$ cat config.mk
export PLATFORM = sky130hd
export DESIGN_NAME = adc_reading_filter_flat
export DESIGN_NICKNAME = d
export VERILOG_FILES = /design/src/rtl/adc_reading_filter_if.sv /design/src/rtl/adc_reading_filter.sv /design/src/flat_wrapper.sv
export SDC_FILE = /design/constraint.sdc
export NUM_CORES = 1
export LEC_CHECK = 0
export CORE_AREA = 5 5 115 117
export CTS_CLUSTER_SIZE = 28
export DETAILED_ROUTE_END_ITERATION = 6
export DIE_AREA = 0 0 120 122
export MAX_ROUTING_LAYER = met4
export PLACE_DENSITY = 0.77
export SETUP_SLACK_MARGIN = 0.4
export SYNTH_ARGS = -nofsm -noshare
export SYNTH_HDL_FRONTEND = slang
export SYNTH_SLANG_ARGS = --single-unit
export TNS_END_PERCENT = 50
$ cat constraint.sdc
create_clock -name clk -period 3.4 [get_ports clk]
set_clock_uncertainty 0.1 [all_clocks]
set_input_delay 0.34 -clock clk [delete_from_list [all_inputs] [get_ports clk]]
set_output_delay 0.34 -clock clk [all_outputs]
set_load 0.1 [all_outputs]
$ cat src/rtl/adc_reading_filter_if.sv
// Sample/result bundle between the ADC front end and the moving-average filter.
// The master drives raw samples and the flush strobe; the slave is the filter.
interface adc_reading_filter_if #(
    parameter int DATA_WIDTH = 12
);
    logic [DATA_WIDTH-1:0] sample_in;
    logic                  sample_in_valid;
    logic                  clear;
    logic [DATA_WIDTH-1:0] filtered_out;
    logic                  filtered_valid;
    logic                  primed;

    modport master (
        output sample_in, sample_in_valid, clear,
        input  filtered_out, filtered_valid, primed
    );

    modport slave (
        input  sample_in, sample_in_valid, clear,
        output filtered_out, filtered_valid, primed
    );
endinterface

$ cat src/rtl/adc_reading_filter.sv
// Boxcar moving-average filter: a ring buffer of the last 2**LOG2_DEPTH ADC
// samples plus a running sum, emitting the floor mean on each accepted sample.
module adc_reading_filter #(
    parameter int DATA_WIDTH = 12,
    parameter int LOG2_DEPTH = 3
) (
    input  logic                  clk,
    input  logic                  reset,
    adc_reading_filter_if.slave   bus
);
    localparam int DEPTH = 1 << LOG2_DEPTH;
    localparam int SUM_W = DATA_WIDTH + LOG2_DEPTH;

    localparam logic [0:0] FILLING = 1'b0;
    localparam logic [0:0] PRIMED  = 1'b1;

    localparam logic [LOG2_DEPTH:0] FULL_COUNT = (LOG2_DEPTH + 1)'(DEPTH);

    logic [DATA_WIDTH-1:0] ring [DEPTH];
    logic [SUM_W-1:0]      sum;
    logic [SUM_W-1:0]      new_sum;
    logic [LOG2_DEPTH-1:0] wr_ptr;
    logic [LOG2_DEPTH:0]   fill_count;
    logic [LOG2_DEPTH:0]   fill_next;
    logic [0:0]            state;
    logic [DATA_WIDTH-1:0] oldest;
    logic [DATA_WIDTH-1:0] out_q;
    logic                  valid_q;
    logic                  accept;

    assign accept = bus.sample_in_valid && !bus.clear && !reset;

    // During fill the evicted slot holds stale RAM, so it contributes zero.
    always_comb begin
        oldest    = '0;
        new_sum   = '0;
        fill_next = fill_count;
        if (state == PRIMED) oldest = ring[wr_ptr];
        new_sum = sum + SUM_W'(bus.sample_in) - SUM_W'(oldest);
        if (fill_count != FULL_COUNT) fill_next = fill_count + 1'b1;
    end

    always_ff @(posedge clk) begin
        if (reset) begin
            sum        <= '0;
            wr_ptr     <= '0;
            fill_count <= '0;
            state      <= FILLING;
            out_q      <= '0;
            valid_q    <= 1'b0;
        end else if (bus.clear) begin
            sum        <= '0;
            wr_ptr     <= '0;
            fill_count <= '0;
            state      <= FILLING;
            valid_q    <= 1'b0;
        end else begin
            valid_q <= 1'b0;
            if (bus.sample_in_valid) begin
                sum        <= new_sum;
                wr_ptr     <= wr_ptr + 1'b1;
                fill_count <= fill_next;
                if (fill_next == FULL_COUNT) begin
                    state   <= PRIMED;
                    out_q   <= new_sum[SUM_W-1:LOG2_DEPTH];
                    valid_q <= 1'b1;
                end
            end
        end
    end

    always_ff @(posedge clk) begin
        if (accept) ring[wr_ptr] <= bus.sample_in;
    end

    assign bus.filtered_out   = out_q;
    assign bus.filtered_valid = valid_q;
    assign bus.primed         = (state == PRIMED);
endmodule

$ cat src/flat_wrapper.sv
// flat-port wrapper written by rule: the top's interface ports become plain ports
module adc_reading_filter_flat 
#(
    parameter int DATA_WIDTH = 12,
    parameter int LOG2_DEPTH = 3
)
  (clk, reset, bus_sample_in, bus_sample_in_valid, bus_clear, bus_filtered_out, bus_filtered_valid, bus_primed);
  adc_reading_filter_if #(.DATA_WIDTH(DATA_WIDTH)) bus_i ();
  input  logic clk;
  input  logic reset;
  input wire logic [$bits(bus_i.sample_in)-1:0] bus_sample_in;
  input wire logic [$bits(bus_i.sample_in_valid)-1:0] bus_sample_in_valid;
  input wire logic [$bits(bus_i.clear)-1:0] bus_clear;
  output wire logic [$bits(bus_i.filtered_out)-1:0] bus_filtered_out;
  output wire logic [$bits(bus_i.filtered_valid)-1:0] bus_filtered_valid;
  output wire logic [$bits(bus_i.primed)-1:0] bus_primed;
  assign bus_i.sample_in = bus_sample_in;
  assign bus_i.sample_in_valid = bus_sample_in_valid;
  assign bus_i.clear = bus_clear;
  assign bus_filtered_out = bus_i.filtered_out;
  assign bus_filtered_valid = bus_i.filtered_valid;
  assign bus_primed = bus_i.primed;
  adc_reading_filter #(.DATA_WIDTH(DATA_WIDTH), .LOG2_DEPTH(LOG2_DEPTH)) u_core (.clk(clk), .reset(reset), .bus(bus_i));
endmodule
# Word-level counts from Yosys, hierarchy flattened
# Memory sizes are Yosys's and may differ from the RTL's. A register that Yosys moved wholly into a read port is not among the register bits.
# Cells that the tools add are included.
# W data, S select, Z words.
[op_classes]
n_reduce_logical = 8
bitwise = 2
n_addsub = 4
n_mux = 7
n_eq_ne = 2
[op_table]
columns = ["op", "count"]
rows = [
  ["$add A15 B12 Y15", 1],
  ["$sub A15 B12 Y15", 1],
  ["$mux W12", 1],
  ["$mux W3", 2],
  ["$add A4 B1 Y4 const B", 1],
  ["$eq A4 B4 Y1 const B", 1],
  ["$mux W4", 1],
  ["$ne A4 B4 Y1 const B", 1],
  ["$add A3 B1 Y3 const B", 1],
  ["$mux W1", 3],
  ["$reduce_and A3 Y1", 1],
  ["$reduce_or A3 Y1", 1],
  ["$logic_and A1 B1 Y1", 2],
  ["$logic_not A1 Y1", 2],
  ["$not A1 Y1", 2],
  ["$reduce_and A2 Y1", 1],
  ["$reduce_or A2 Y1", 1],
]
[totals]
wordCells = 30
in_bits = 16
ram_bits = 96
register_bits = 36
out_inout_bits = 14
memories = 1
[memory_table]
columns = ["name", "words", "width", "read_ports", "rd_ports_with_merged_regs", "write_ports", "line", "rtl"]
rows = [
  ["u_core.ring", 8, 12, 1, 1, 1, "adc_reading_filter.sv:19", "logic [DATA_WIDTH-1:0] ring [DEPTH];"],
]

# Longest topological paths before layout
[logic_depth]
word_depth = 5
ltp_mapped = 16
mapped_depth_nobuf = 14

# Worst setup path after synthesis
# Ideal clock, no wire load.
[synth_path]
kind = "register -> register"
from = "reg with a tool-made name"
to = "reg u_core.sum[11]"
t_arrival_ps = 3425
synth_period_minus_slack_ps = 3621
setup_ps = 95
path_slack_ps = -221
path_stages_with_launch = 15
path_buffers = 2
required_time_ps = 3205
path_cell_list = "dfxtp_1 -> buf_2 -> buf_2 -> mux4_2 -> mux2i_1 -> nor2b_1 -> fa_1 -> inv_1 -> ha_1 -> a21o_1 -> a21oi_2 -> a21oi_1 -> o221a_2 -> or3_1 -> o311ai_1"
[synth_rtl]
columns = ["item", "line", "rtl"]
rows = [
  ["to (signal assigned)", "adc_reading_filter.sv:60", "sum <= new_sum;"],
  ["to (decl)", "adc_reading_filter.sv:20", "logic [SUM_W-1:0] sum;"],
]

==> out/metrics.yaml <==
logic_synthesis:
  yosysSeqAreaShare: 0.572
  yosys.cell_types.count: 56
  synth-main-ff-cell: "edfxtp_1"
  yosysTopAreaCell: "edfxtp_1"
  async_reset_ff_frac: 0
  yosys_warnings: 0
  syn_avg_cell_area_um2: 13.4
  synth_edf_count: 96
  synthCells: 479
  syn_nets: 525
  ys_ff_latch: 135
  yosysMostFrequentCell: "edfxtp_1"
  synth_area_leaders: "edfxtp_1, dfxtp_1, mux4_2"
  synth_area_um2: 6400
  synth_top_area_frac: 0.450
  synth_common_cells: "edfxtp_1, inv_1, dfxtp_1"
grt:
  grt_overflow_total: 0
  grt_pass1_vias: 4247
  grtUsageMet3: 0.0450
  use_met1: 0.251
  grt_max_degree: 34
  grtUsageMet2: 0.344
  grt_usage: 0.207
  antenna_found_initial: 0
  grt_pass1_wl_um: 22300
  grt_busiest_layer: "met2"
run_status:
  violations: "negative setup slack"
  status: "finished with violations"
layout:
  post-route-cell-area_um2: 8110
  area.sequential_um2: 3670
  area_delta_synth_final_pct: 26.7
  diodes: 0
  nets: 603
  fillers: 861
  multiInputGateArea_um2: 2710
  drive_gt1_frac: 0.284
critical_path:
  worstSetupStartpointType: "flop"
  worst-r2r-cell-count: 13
  critPathArrivalTime_ns: 3.70
  critPathKind: "flop to flop"
  end_kind: "flop"
  r2r_setup_slack_ns: -0.12
  r2r-end: "u_core.bus.filtered_out[9]$_SDFFE_PP0P_"
  path_max_fanout: 5
  required_ns: 3.58
route:
  routed_wirelength_um: 13800
  vias: 4118
  vias_per_cell: 5.72
  firstDrtPassIters: 5
  drc: 0
  antenna_left: 0
  wl_per_cell_um: 19.2
  drt_iter0_markers: 385
timing:
  period_share: 1.04
  holdWs_ns: 0.353
  setup_ws_ns: -0.120
  hold_viol: 0
  max_freq_mhz: 284
  max_slew.worst_pin.slew_ns: 0.984
  finalMaxSlewViolations: 0
  maxSlewHeadroom: 0.342
  finalSetupViolCount: 12
  fin_crit_ns: 3.52
  rsz0062_at_grt: "yes"
power:
  vdd_drop_max_mv: 0.491
  p_leak_nw: 2.97
  p_total_mw: 4.37
  power_density_nw_per_um2: 538
clocking:
  cts_root_buf: "clkbuf_16"
  clock-sinks: 135
  numCtsBuffers: 17
  htreeDepth: 4
  clk_latency_ns: 0.42
  clkTransAtPathRegs_ns: 0.06
  cts_hold_buffers: 0
  clockBufferDepth: 2
  cts_tree: "done"
worst_hold_path:
  min_to: "u_core.bus.filtered_out[5]$_SDFFE_PP0P_"
  hp-class: "flop to flop"
  hold_depth: 2
  holdCritStartpoint: "u_core.bus.filtered_out[5]$_SDFFE_PP0P_"
floorplan:
  die_x_um: 120
  placementRows: 41
  boundaryPins: 30
  core_area_um2: 12300
  fp.dieArea_um2: 14600
  die_h_um: 122
  start_util: 0.522
place:
  hpwl_um: 8900
  place_congestion: 0.876
  dpl-instance-area_um2: 7290
  portBuffers: 29
job:
  cap_violations: 0
cells in the final DEF, fill, tap and decap left out, types with 10 or more instances in the layout:
cell type	instances
edfxtp_1	96
inv_1	49
buf_4	43
dfxtp_1	37
nor2_1	31
clkdlybuf4s50_1	29
mux4_2	24
nand2_1	23
mux2i_1	19
clkbuf_16	18
nor2b_1	13
a21oi_1	13
fa_1	11
nand3b_1	10
metrics by stage:
stage | setup TNS, ns | worst slack (ns) | std cells | util
2_1_floorplan | 0 | 0.0695 | 479 | -
3_3_place_gp | -0.143 | -0.0572 | 684 | 0.595
3_5_place_dp | -0.557 | -0.134 | 684 | 0.595
4_1_cts | -0.466 | -0.0901 | 717 | 0.652
5_1_grt | -3.31 | -0.265 | 720 | 0.661
6_report | -0.909 | -0.120 | 720 | 0.661
how the worst max path moves through the flow:
stage / slack [ns] / start / endpoint
finish: -0.12 / flop / u_core.bus.filtered_out[9]$_SDFFE_PP0P_
global route: -0.27 / flop / u_core.bus.filtered_out[9]$_SDFFE_PP0P_
CTS: -0.09 / flop / u_core.bus.filtered_out[9]$_SDFFE_PP0P_
detailed placement: -0.13 / flop / u_core.sum[11]$_SDFFE_PP0P_
global placement: -0.06 / flop / u_core.sum[11]$_SDFFE_PP0P_
floorplan: 0.07 / flop / u_core.bus.filtered_out[10]$_SDFFE_PP0P_
where the power goes:
group / internal [mW] / switching (mW)
Clock: 1.16 / 0.704
Combinational: 0.347 / 0.357
Sequential: 1.78 / 0.0157
critical path, cell delays in order, from the launching register on:
cell      delay, ns
dfxtp_4        0.41
buf_12         0.14
mux4_2         0.49
mux2i_1        0.14
nor2b_1        0.08
fa_1           0.48
buf_4          0.16
fa_2           0.34
nand2b_4       0.15
a21o_1         0.21
a21oi_2        0.22
o211a_1        0.20
o21a_1         0.18
o41ai_2        0.09
what timing repair did:
action                                  CTS  global route
gates cloned                              0             1
buffers inserted                          1             2
resized for setup                        18            15
pin swaps                                11            10
endpoints found under the setup margin   22            25
routing by layer:
metal | routed length, um | part of all wire | up-vias
met5 | 0 | 0 | -
met4 | 335 | 0.024 | 0
met3 | 671 | 0.049 | 33
met2 | 7120 | 0.52 | 144
met1 | 5700 | 0.41 | 2035
li1 | - | - | 1906
cells by family after synthesis:
kind of cell,count (synthesis),synth area share
DFF,135,0.572
and+or+nand+nor,126,0.105
buffers and inverters,73,0.0485
AOI/OAI and AO/OA,56,0.0639
muxes,48,0.122
adders and majority gates,30,0.0727
xor gates and xnor gates,11,0.0151
registers in the layout, summed over array words and instances (netlist names), named ones only:
signal,count
u_core.ring,96
u_core.bus.primed,1
u_core.wr_ptr,3
u_core.bus.filtered_valid,1
u_core.fill_count,4
u_core.sum,15
u_core.bus.filtered_out,12
area by class of cell:
cell class,count,share of cell area
Clock buffer,18,0.0529
Clock inverter,14,0.0211
Inverter,53,0.0245
Multi-Input combinational cell,271,0.335
Sequential cell,135,0.452
Tap cell,150,0.0231
Timing Repair Buffer,79,0.0912
Note: power is estimated with default switching activity, not from simulation.
